## config.mk

```make
export PLATFORM = sky130hd
export DESIGN_NAME = obi_mem_arbiter_flat
export DESIGN_NICKNAME = d
export VERILOG_FILES = /design/src/rtl/obi_mem_arbiter_if.sv /design/src/rtl/obi_mem_arbiter.sv /design/src/flat_wrapper.sv
export SDC_FILE = /design/constraint.sdc
export NUM_CORES = 1
export LEC_CHECK = 0
export CAP_MARGIN = 30
export CORE_AREA = 10 10 101 103
export CTS_CLUSTER_DIAMETER = 40
export DETAILED_ROUTE_END_ITERATION = 16
export DIE_AREA = 0 0 111 113
export PLACE_DENSITY = 0.81
export SYNTH_ARGS = -nofsm -noshare
export SYNTH_HDL_FRONTEND = slang
export SYNTH_SLANG_ARGS = --single-unit
```

## constraint.sdc

```tcl
create_clock -name clk_i -period 2.7 [get_ports clk_i]
set_clock_uncertainty 0.15 [all_clocks]
set_input_delay 0.54 -clock clk_i [delete_from_list [all_inputs] [get_ports clk_i]]
set_output_delay 0.54 -clock clk_i [all_outputs]
set_load 0.02 [all_outputs]
```

## src/rtl/obi_mem_arbiter_if.sv

```systemverilog
// Bundle of the fetch, data and shared-memory OBI signals around obi_mem_arbiter.
// slave: the arbiter's view; master: the core and memory side driving it.
interface obi_mem_arbiter_if #(
    parameter int unsigned ADDR_WIDTH = 32,
    parameter int unsigned DATA_WIDTH = 32
);
    // Instruction-fetch port
    logic                      instr_req_i;
    logic                      instr_gnt_o;
    logic [ADDR_WIDTH-1:0]     instr_addr_i;
    logic                      instr_rvalid_o;
    logic [DATA_WIDTH-1:0]     instr_rdata_o;

    // Data-access port
    logic                      data_req_i;
    logic                      data_gnt_o;
    logic [ADDR_WIDTH-1:0]     data_addr_i;
    logic                      data_we_i;
    logic [DATA_WIDTH/8-1:0]   data_be_i;
    logic [DATA_WIDTH-1:0]     data_wdata_i;
    logic                      data_rvalid_o;
    logic [DATA_WIDTH-1:0]     data_rdata_o;

    // Shared memory port
    logic                      mem_req_o;
    logic [ADDR_WIDTH-1:0]     mem_addr_o;
    logic                      mem_we_o;
    logic [DATA_WIDTH/8-1:0]   mem_be_o;
    logic [DATA_WIDTH-1:0]     mem_wdata_o;
    logic                      mem_gnt_i;
    logic                      mem_rvalid_i;
    logic [DATA_WIDTH-1:0]     mem_rdata_i;

    // Status
    logic                      busy_o;
    logic                      err_o;

    modport slave (
        input  instr_req_i, instr_addr_i,
        input  data_req_i, data_addr_i, data_we_i, data_be_i, data_wdata_i,
        input  mem_gnt_i, mem_rvalid_i, mem_rdata_i,
        output instr_gnt_o, instr_rvalid_o, instr_rdata_o,
        output data_gnt_o, data_rvalid_o, data_rdata_o,
        output mem_req_o, mem_addr_o, mem_we_o, mem_be_o, mem_wdata_o,
        output busy_o, err_o
    );

    modport master (
        output instr_req_i, instr_addr_i,
        output data_req_i, data_addr_i, data_we_i, data_be_i, data_wdata_i,
        output mem_gnt_i, mem_rvalid_i, mem_rdata_i,
        input  instr_gnt_o, instr_rvalid_o, instr_rdata_o,
        input  data_gnt_o, data_rvalid_o, data_rdata_o,
        input  mem_req_o, mem_addr_o, mem_we_o, mem_be_o, mem_wdata_o,
        input  busy_o, err_o
    );
endinterface

```

## src/rtl/obi_mem_arbiter.sv

```systemverilog
// Shares one OBI memory port between instruction fetch and data access, routing responses in order.
// Define OBI_ARB_ROUND_ROBIN_EN for round-robin arbitration; default is fixed priority, DATA over INSTR.
module obi_mem_arbiter #(
    parameter int unsigned ADDR_WIDTH      = 32,
    parameter int unsigned DATA_WIDTH      = 32,
    parameter int unsigned MAX_OUTSTANDING = 2
) (
    input  logic              clk_i,
    input  logic              rst_i,
    obi_mem_arbiter_if.slave  bus
);

    localparam int unsigned BE_WIDTH = DATA_WIDTH / 8;
    localparam int unsigned CNT_W    = $clog2(MAX_OUTSTANDING + 1);
    localparam int unsigned PTR_W    = (MAX_OUTSTANDING > 1) ? $clog2(MAX_OUTSTANDING) : 1;

    localparam logic [CNT_W-1:0] MAX_CNT  = CNT_W'(MAX_OUTSTANDING);
    localparam logic [PTR_W-1:0] LAST_PTR = PTR_W'(MAX_OUTSTANDING - 1);

    typedef enum logic {
        OWNER_INSTR = 1'b0,
        OWNER_DATA  = 1'b1
    } owner_e;

    typedef enum logic [1:0] {
        ST_IDLE,
        ST_LOCKED_INSTR,
        ST_LOCKED_DATA
    } state_e;

    state_e              state_q;
    owner_e              sel;
    owner_e              contend_winner;
    logic                sel_req;
    logic                mem_req;
    logic                push;
    logic                pop;
    logic                stray;
    logic                fifo_empty;
    logic                fifo_full;
    owner_e              head;

    owner_e              fifo_q [MAX_OUTSTANDING];
    logic [PTR_W-1:0]    wr_ptr_q;
    logic [PTR_W-1:0]    rd_ptr_q;
    logic [CNT_W-1:0]    count_q;
    logic                err_q;

    logic [ADDR_WIDTH-1:0] addr_mux;
    logic                  we_mux;
    logic [BE_WIDTH-1:0]   be_mux;
    logic [DATA_WIDTH-1:0] wdata_mux;

    // ------------------------------------------------------------------
    // Contention winner
    // ------------------------------------------------------------------
`ifdef OBI_ARB_ROUND_ROBIN_EN
    owner_e last_q;

    always_ff @(posedge clk_i or posedge rst_i) begin
        if (rst_i) begin
            last_q <= OWNER_INSTR;
        end else if (push) begin
            last_q <= sel;
        end
    end

    assign contend_winner = (last_q == OWNER_INSTR) ? OWNER_DATA : OWNER_INSTR;
`else
    assign contend_winner = OWNER_DATA;
`endif

    // ------------------------------------------------------------------
    // Requester selection: a locked owner holds the bus until granted
    // ------------------------------------------------------------------
    // NOTE: every signal written in an always_comb gets a default first so no latch is inferred.
    always_comb begin
        sel = OWNER_DATA;
        unique case (state_q)
            ST_LOCKED_INSTR: sel = OWNER_INSTR;
            ST_LOCKED_DATA:  sel = OWNER_DATA;
            default: begin
                if (bus.data_req_i && bus.instr_req_i) begin
                    sel = contend_winner;
                end else if (bus.instr_req_i) begin
                    sel = OWNER_INSTR;
                end else begin
                    sel = OWNER_DATA;
                end
            end
        endcase
    end

    assign sel_req    = (sel == OWNER_DATA) ? bus.data_req_i : bus.instr_req_i;
    assign fifo_empty = (count_q == '0);
    assign fifo_full  = (count_q == MAX_CNT);
    assign mem_req    = sel_req && !fifo_full && !rst_i;

    assign push  = mem_req && bus.mem_gnt_i;
    assign pop   = bus.mem_rvalid_i && !fifo_empty;
    assign stray = bus.mem_rvalid_i && fifo_empty;

    // ------------------------------------------------------------------
    // Address-phase mux; fetches are always full-word reads
    // ------------------------------------------------------------------
    always_comb begin
        addr_mux  = bus.instr_addr_i;
        we_mux    = 1'b0;
        be_mux    = '1;
        wdata_mux = '0;
        if (sel == OWNER_DATA) begin
            addr_mux  = bus.data_addr_i;
            we_mux    = bus.data_we_i;
            be_mux    = bus.data_be_i;
            wdata_mux = bus.data_wdata_i;
        end
    end

    assign bus.mem_req_o   = mem_req;
    assign bus.mem_addr_o  = addr_mux;
    assign bus.mem_we_o    = we_mux;
    assign bus.mem_be_o    = be_mux;
    assign bus.mem_wdata_o = wdata_mux;

    assign bus.instr_gnt_o = push && (sel == OWNER_INSTR);
    assign bus.data_gnt_o  = push && (sel == OWNER_DATA);

    // ------------------------------------------------------------------
    // Lock state machine
    // ------------------------------------------------------------------
    // NOTE: sequential state is updated with non-blocking assignments only, so every flop samples pre-edge values.
    always_ff @(posedge clk_i or posedge rst_i) begin
        if (rst_i) begin
            state_q <= ST_IDLE;
        end else begin
            unique case (state_q)
                ST_IDLE: begin
                    if (mem_req && !bus.mem_gnt_i) begin
                        state_q <= (sel == OWNER_DATA) ? ST_LOCKED_DATA : ST_LOCKED_INSTR;
                    end
                end
                ST_LOCKED_INSTR,
                ST_LOCKED_DATA: begin
                    if (bus.mem_gnt_i) begin
                        state_q <= ST_IDLE;
                    end
                end
                default: state_q <= ST_IDLE;
            endcase
        end
    end

    // ------------------------------------------------------------------
    // In-order ID FIFO
    // ------------------------------------------------------------------
    always_ff @(posedge clk_i or posedge rst_i) begin
        if (rst_i) begin
            wr_ptr_q <= '0;
            rd_ptr_q <= '0;
            count_q  <= '0;
        end else begin
            if (push) begin
                wr_ptr_q <= (wr_ptr_q == LAST_PTR) ? '0 : wr_ptr_q + PTR_W'(1);
            end
            if (pop) begin
                rd_ptr_q <= (rd_ptr_q == LAST_PTR) ? '0 : rd_ptr_q + PTR_W'(1);
            end
            unique case ({push, pop})
                2'b10:   count_q <= count_q + CNT_W'(1);
                2'b01:   count_q <= count_q - CNT_W'(1);
                default: count_q <= count_q;
            endcase
        end
    end

    // NOTE: FIFO storage has no reset; count_q alone decides which entries are valid.
    always_ff @(posedge clk_i) begin
        if (push) begin
            fifo_q[wr_ptr_q] <= sel;
        end
    end

    assign head = fifo_q[rd_ptr_q];

    always_ff @(posedge clk_i or posedge rst_i) begin
        if (rst_i) begin
            err_q <= 1'b0;
        end else if (stray) begin
            err_q <= 1'b1;
        end
    end

    // ------------------------------------------------------------------
    // Response routing and status
    // ------------------------------------------------------------------
    assign bus.instr_rvalid_o = pop && (head == OWNER_INSTR);
    assign bus.data_rvalid_o  = pop && (head == OWNER_DATA);
    assign bus.instr_rdata_o  = bus.mem_rdata_i;
    assign bus.data_rdata_o   = bus.mem_rdata_i;

    assign bus.busy_o = (count_q != '0) || mem_req;
    assign bus.err_o  = err_q;

endmodule

```

## src/flat_wrapper.sv

```systemverilog
// flat-port wrapper written by rule: the top's interface ports become plain ports
module obi_mem_arbiter_flat 
#(
    parameter int unsigned ADDR_WIDTH      = 32,
    parameter int unsigned DATA_WIDTH      = 32,
    parameter int unsigned MAX_OUTSTANDING = 2
)
  (clk_i, rst_i, bus_instr_req_i, bus_instr_addr_i, bus_data_req_i, bus_data_addr_i, bus_data_we_i, bus_data_be_i, bus_data_wdata_i, bus_mem_gnt_i, bus_mem_rvalid_i, bus_mem_rdata_i, bus_instr_gnt_o, bus_instr_rvalid_o, bus_instr_rdata_o, bus_data_gnt_o, bus_data_rvalid_o, bus_data_rdata_o, bus_mem_req_o, bus_mem_addr_o, bus_mem_we_o, bus_mem_be_o, bus_mem_wdata_o, bus_busy_o, bus_err_o);
  obi_mem_arbiter_if #(.ADDR_WIDTH(ADDR_WIDTH), .DATA_WIDTH(DATA_WIDTH)) bus_i ();
  input  logic clk_i;
  input  logic rst_i;
  input wire logic [$bits(bus_i.instr_req_i)-1:0] bus_instr_req_i;
  input wire logic [$bits(bus_i.instr_addr_i)-1:0] bus_instr_addr_i;
  input wire logic [$bits(bus_i.data_req_i)-1:0] bus_data_req_i;
  input wire logic [$bits(bus_i.data_addr_i)-1:0] bus_data_addr_i;
  input wire logic [$bits(bus_i.data_we_i)-1:0] bus_data_we_i;
  input wire logic [$bits(bus_i.data_be_i)-1:0] bus_data_be_i;
  input wire logic [$bits(bus_i.data_wdata_i)-1:0] bus_data_wdata_i;
  input wire logic [$bits(bus_i.mem_gnt_i)-1:0] bus_mem_gnt_i;
  input wire logic [$bits(bus_i.mem_rvalid_i)-1:0] bus_mem_rvalid_i;
  input wire logic [$bits(bus_i.mem_rdata_i)-1:0] bus_mem_rdata_i;
  output wire logic [$bits(bus_i.instr_gnt_o)-1:0] bus_instr_gnt_o;
  output wire logic [$bits(bus_i.instr_rvalid_o)-1:0] bus_instr_rvalid_o;
  output wire logic [$bits(bus_i.instr_rdata_o)-1:0] bus_instr_rdata_o;
  output wire logic [$bits(bus_i.data_gnt_o)-1:0] bus_data_gnt_o;
  output wire logic [$bits(bus_i.data_rvalid_o)-1:0] bus_data_rvalid_o;
  output wire logic [$bits(bus_i.data_rdata_o)-1:0] bus_data_rdata_o;
  output wire logic [$bits(bus_i.mem_req_o)-1:0] bus_mem_req_o;
  output wire logic [$bits(bus_i.mem_addr_o)-1:0] bus_mem_addr_o;
  output wire logic [$bits(bus_i.mem_we_o)-1:0] bus_mem_we_o;
  output wire logic [$bits(bus_i.mem_be_o)-1:0] bus_mem_be_o;
  output wire logic [$bits(bus_i.mem_wdata_o)-1:0] bus_mem_wdata_o;
  output wire logic [$bits(bus_i.busy_o)-1:0] bus_busy_o;
  output wire logic [$bits(bus_i.err_o)-1:0] bus_err_o;
  assign bus_i.instr_req_i = bus_instr_req_i;
  assign bus_i.instr_addr_i = bus_instr_addr_i;
  assign bus_i.data_req_i = bus_data_req_i;
  assign bus_i.data_addr_i = bus_data_addr_i;
  assign bus_i.data_we_i = bus_data_we_i;
  assign bus_i.data_be_i = bus_data_be_i;
  assign bus_i.data_wdata_i = bus_data_wdata_i;
  assign bus_i.mem_gnt_i = bus_mem_gnt_i;
  assign bus_i.mem_rvalid_i = bus_mem_rvalid_i;
  assign bus_i.mem_rdata_i = bus_mem_rdata_i;
  assign bus_instr_gnt_o = bus_i.instr_gnt_o;
  assign bus_instr_rvalid_o = bus_i.instr_rvalid_o;
  assign bus_instr_rdata_o = bus_i.instr_rdata_o;
  assign bus_data_gnt_o = bus_i.data_gnt_o;
  assign bus_data_rvalid_o = bus_i.data_rvalid_o;
  assign bus_data_rdata_o = bus_i.data_rdata_o;
  assign bus_mem_req_o = bus_i.mem_req_o;
  assign bus_mem_addr_o = bus_i.mem_addr_o;
  assign bus_mem_we_o = bus_i.mem_we_o;
  assign bus_mem_be_o = bus_i.mem_be_o;
  assign bus_mem_wdata_o = bus_i.mem_wdata_o;
  assign bus_busy_o = bus_i.busy_o;
  assign bus_err_o = bus_i.err_o;
  obi_mem_arbiter #(.ADDR_WIDTH(ADDR_WIDTH), .DATA_WIDTH(DATA_WIDTH), .MAX_OUTSTANDING(MAX_OUTSTANDING)) u_core (.clk_i(clk_i), .rst_i(rst_i), .bus(bus_i));
endmodule
```

==> impl_metrics.json <==
{
  "status": "finished clean",
  "routedWlPerCell_um": 19.8,
  "ioPinCount": 279,
  "core_mm2": 0.00813,
  "viasPerCell": 4.07,
  "dieArea_mm2": 0.0125,
  "setup_viol": 0,
  "ys_ff_latch": 9,
  "fp.dieH_um": 113,
  "cts_buffers": 3,
  "leakagePower_nw": 1.37,
  "vias": 1738,
  "final_common_cell": "clkdlybuf4s50_1",
  "grt.overflow.total": 0,
  "design_area_mm2": 0.00303,
  "worstPathArrival_ps": 1950,
  "drc_errors": 0,
  "insertedDiodeCount": 0,
  "irDropWorstVdd_mv": 0.493,
  "hold_viol": 0,
  "cts_buffer_depth": 2,
  "crit_path_max_fanout": 11,
  "yosysSeqAreaShare_pct": 14.2,
  "drt_iter0_drc": 42,
  "wirelength_mm": 8.46,
  "antenna_left": 0,
  "clk-insertion-delay-late_ps": 230,
  "worst_slew_pin_slew_ps": 343,
  "startpoint_type": "flip-flop",
  "portBuffers": 182,
  "placed_area_mm2": 0.00319,
  "hpwl_mm": 7.36,
  "drtPass1Iterations": 4,
  "final_core_util_pct": 37.3,
  "synth.avg_cell_area_um2": 8.75,
  "yosys-top-cells-area": "buf_4 (29%), mux2_2 (22%), and2_1 (12%), dfrtp_1 (11%), edfxtp_1 (3.6%)",
  "min_path_type": "flip-flop to flip-flop",
  "synth_cells": 190,
  "synth_cell_type_count": 29,
  "crit_type": "flip-flop to output pin",
  "fin_crit_ps": 2640,
  "grt_pass1_wl_mm": 12.6,
  "syn_nets": 332,
  "yosysTopAreaCellShare_pct": 28.9,
  "grt_max_degree": 20,
  "yosys_warnings": 0,
  "rows": 33,
  "max_freq_mhz": 379,
  "rsz0062_at_grt": "true",
  "grt.total_usage_pct": 12.7,
  "clockRootBuffer": "clkbuf_8",
  "grt_pass1_vias": 2005,
  "syn_area_mm2": 0.00166,
  "start_util_pct": 20.4,
  "min_period_over_period_pct": 97.6,
  "drv_cap": 0,
  "antenna_found_initial": 0,
  "power.density_mw_per_mm2": 952,
  "relSlewSlack_pct": 76.9,
  "routabilityCongestion": 0.769,
  "ctsHtreeMaxLevel": 1,
  "areaGrowthSynthToFinish_pct": 82.6,
  "power_mw": 2.89,
  "worstPathRequired_ps": 2010,
  "drive_above_1_share_pct": 42.5,
  "nets": 465,
  "die_x_um": 111,
  "cp-end-kind": "output pin",
  "synth_top_area_cell": "buf_4",
  "path_clk_slew_ps": 40,
  "drv_slew": 0,
  "cts_num_sinks": 9,
  "tritoncts": "built",
  "layout.cells.most_common_list": "clkdlybuf4s50_1 (106), buf_2 (52), and2_1 (33), mux2_2 (32), buf_4 (17)"
}
[metal layers]
metal  track usage (%)  vias to the layer above  wire length, um
met1              14.3                      765             3390
met2              20.0                      147             3760
li1                  -                      814                -
met4              2.60                        0               58
met5                 0                        -                0
met3              8.08                       12             1250
[final timing paths]
check                           depth (start not counted)                 end  slack, ps         startpoint
worst max-delay path                                    6  bus_mem_addr_o[18]         60  u_core.state_q[1]
worst min-delay path                                    1    u_core.bus.err_o        310   u_core.bus.err_o
worst max register to register                         10   u_core.count_q[1]        250  u_core.state_q[0]
worst min register to register                          1    u_core.bus.err_o        310   u_core.bus.err_o
max in group asynchronous                               3   u_core.state_q[0]       1560              rst_i
min in group asynchronous                               3   u_core.count_q[0]        620              rst_i
[cells in the mapped netlist, drive strengths merged]
| cell type | instances |
|---|---|
| buf | 68 |
| and2 | 33 |
| mux2 | 33 |
| dfrtp | 7 |
| nor2 | 7 |
| inv | 6 |
| nand2b | 5 |
| xnor2 | 4 |
| clkbuf | 3 |
| ha | 3 |
| nand2 | 3 |
| nor2b | 3 |
| a21oi | 2 |
| edfxtp | 2 |
| mux2i | 2 |
| nor3 | 2 |
| a2111oi | 1 |
| a21o | 1 |
| a22o | 1 |
| a32o | 1 |
| and3 | 1 |
| o21ai | 1 |
| xor2 | 1 |
[worst max-delay path, stage by stage, from the launching register on]
cell,delay (ps)
dfrtp_1,380
inv_2,60
ha_4,270
mux2_4,370
buf_12,170
mux2_2,290
buf_2,170
[cell type report]
class	count	area [um^2]
fill	852	5100
timing repair buffer	199	1690
multi-input combinational	104	907
sequential	9	235
tap	105	131
clock buffer	4	45.0
inverter	6	22.5
[sequential cells by signal, summed over array words and instances, names as in the netlist]
register	count
u_core.bus.err_o	1
u_core.state_q	2
u_core.wr_ptr_q	1
u_core.rd_ptr_q	1
u_core.fifo_q	2
u_core.count_q	2
[per-stage QoR]
step                hold slack, ps  worst slack (ps)  TNS, ps  std cells
finish                         307              64.4        0        427
detailed placement             298              -592   -29440        417
CTS                            310             -1.48    -1.48        426
floorplan                      193               198        0        190
global placement               294              -531   -27450        417
global route                   328             -42.6    -86.9        427
[power breakdown]
group / total [mW] / internal, mW / switching [mW]
logic: 2.49 / 1.21 / 1.28
registers: 0.244 / 0.196 / 0.0476
clock network: 0.152 / 0.103 / 0.0499
[kinds of logic after synthesis]
logic type	count (synthesis)	synth area share, %
adder cells (fa/ha/maj)	3	2.26
AND/OR/NAND/NOR	54	19.3
AO/OA/AOI/OAI	7	4.14
XOR/XNOR	5	3.09
buffers and inverters	77	33.3
flip-flops	9	14.2
multiplexers	35	23.8
[timing repair]
item                       in CTS  in global routing
setup buffers                   3                  1
hold buffers                    0                  0
gates cloned                    2                  0
setup endpoints to repair      71                 26
pin swaps                       1                  2
resized for setup             256                 38
Power figures use the tool's default switching activity.
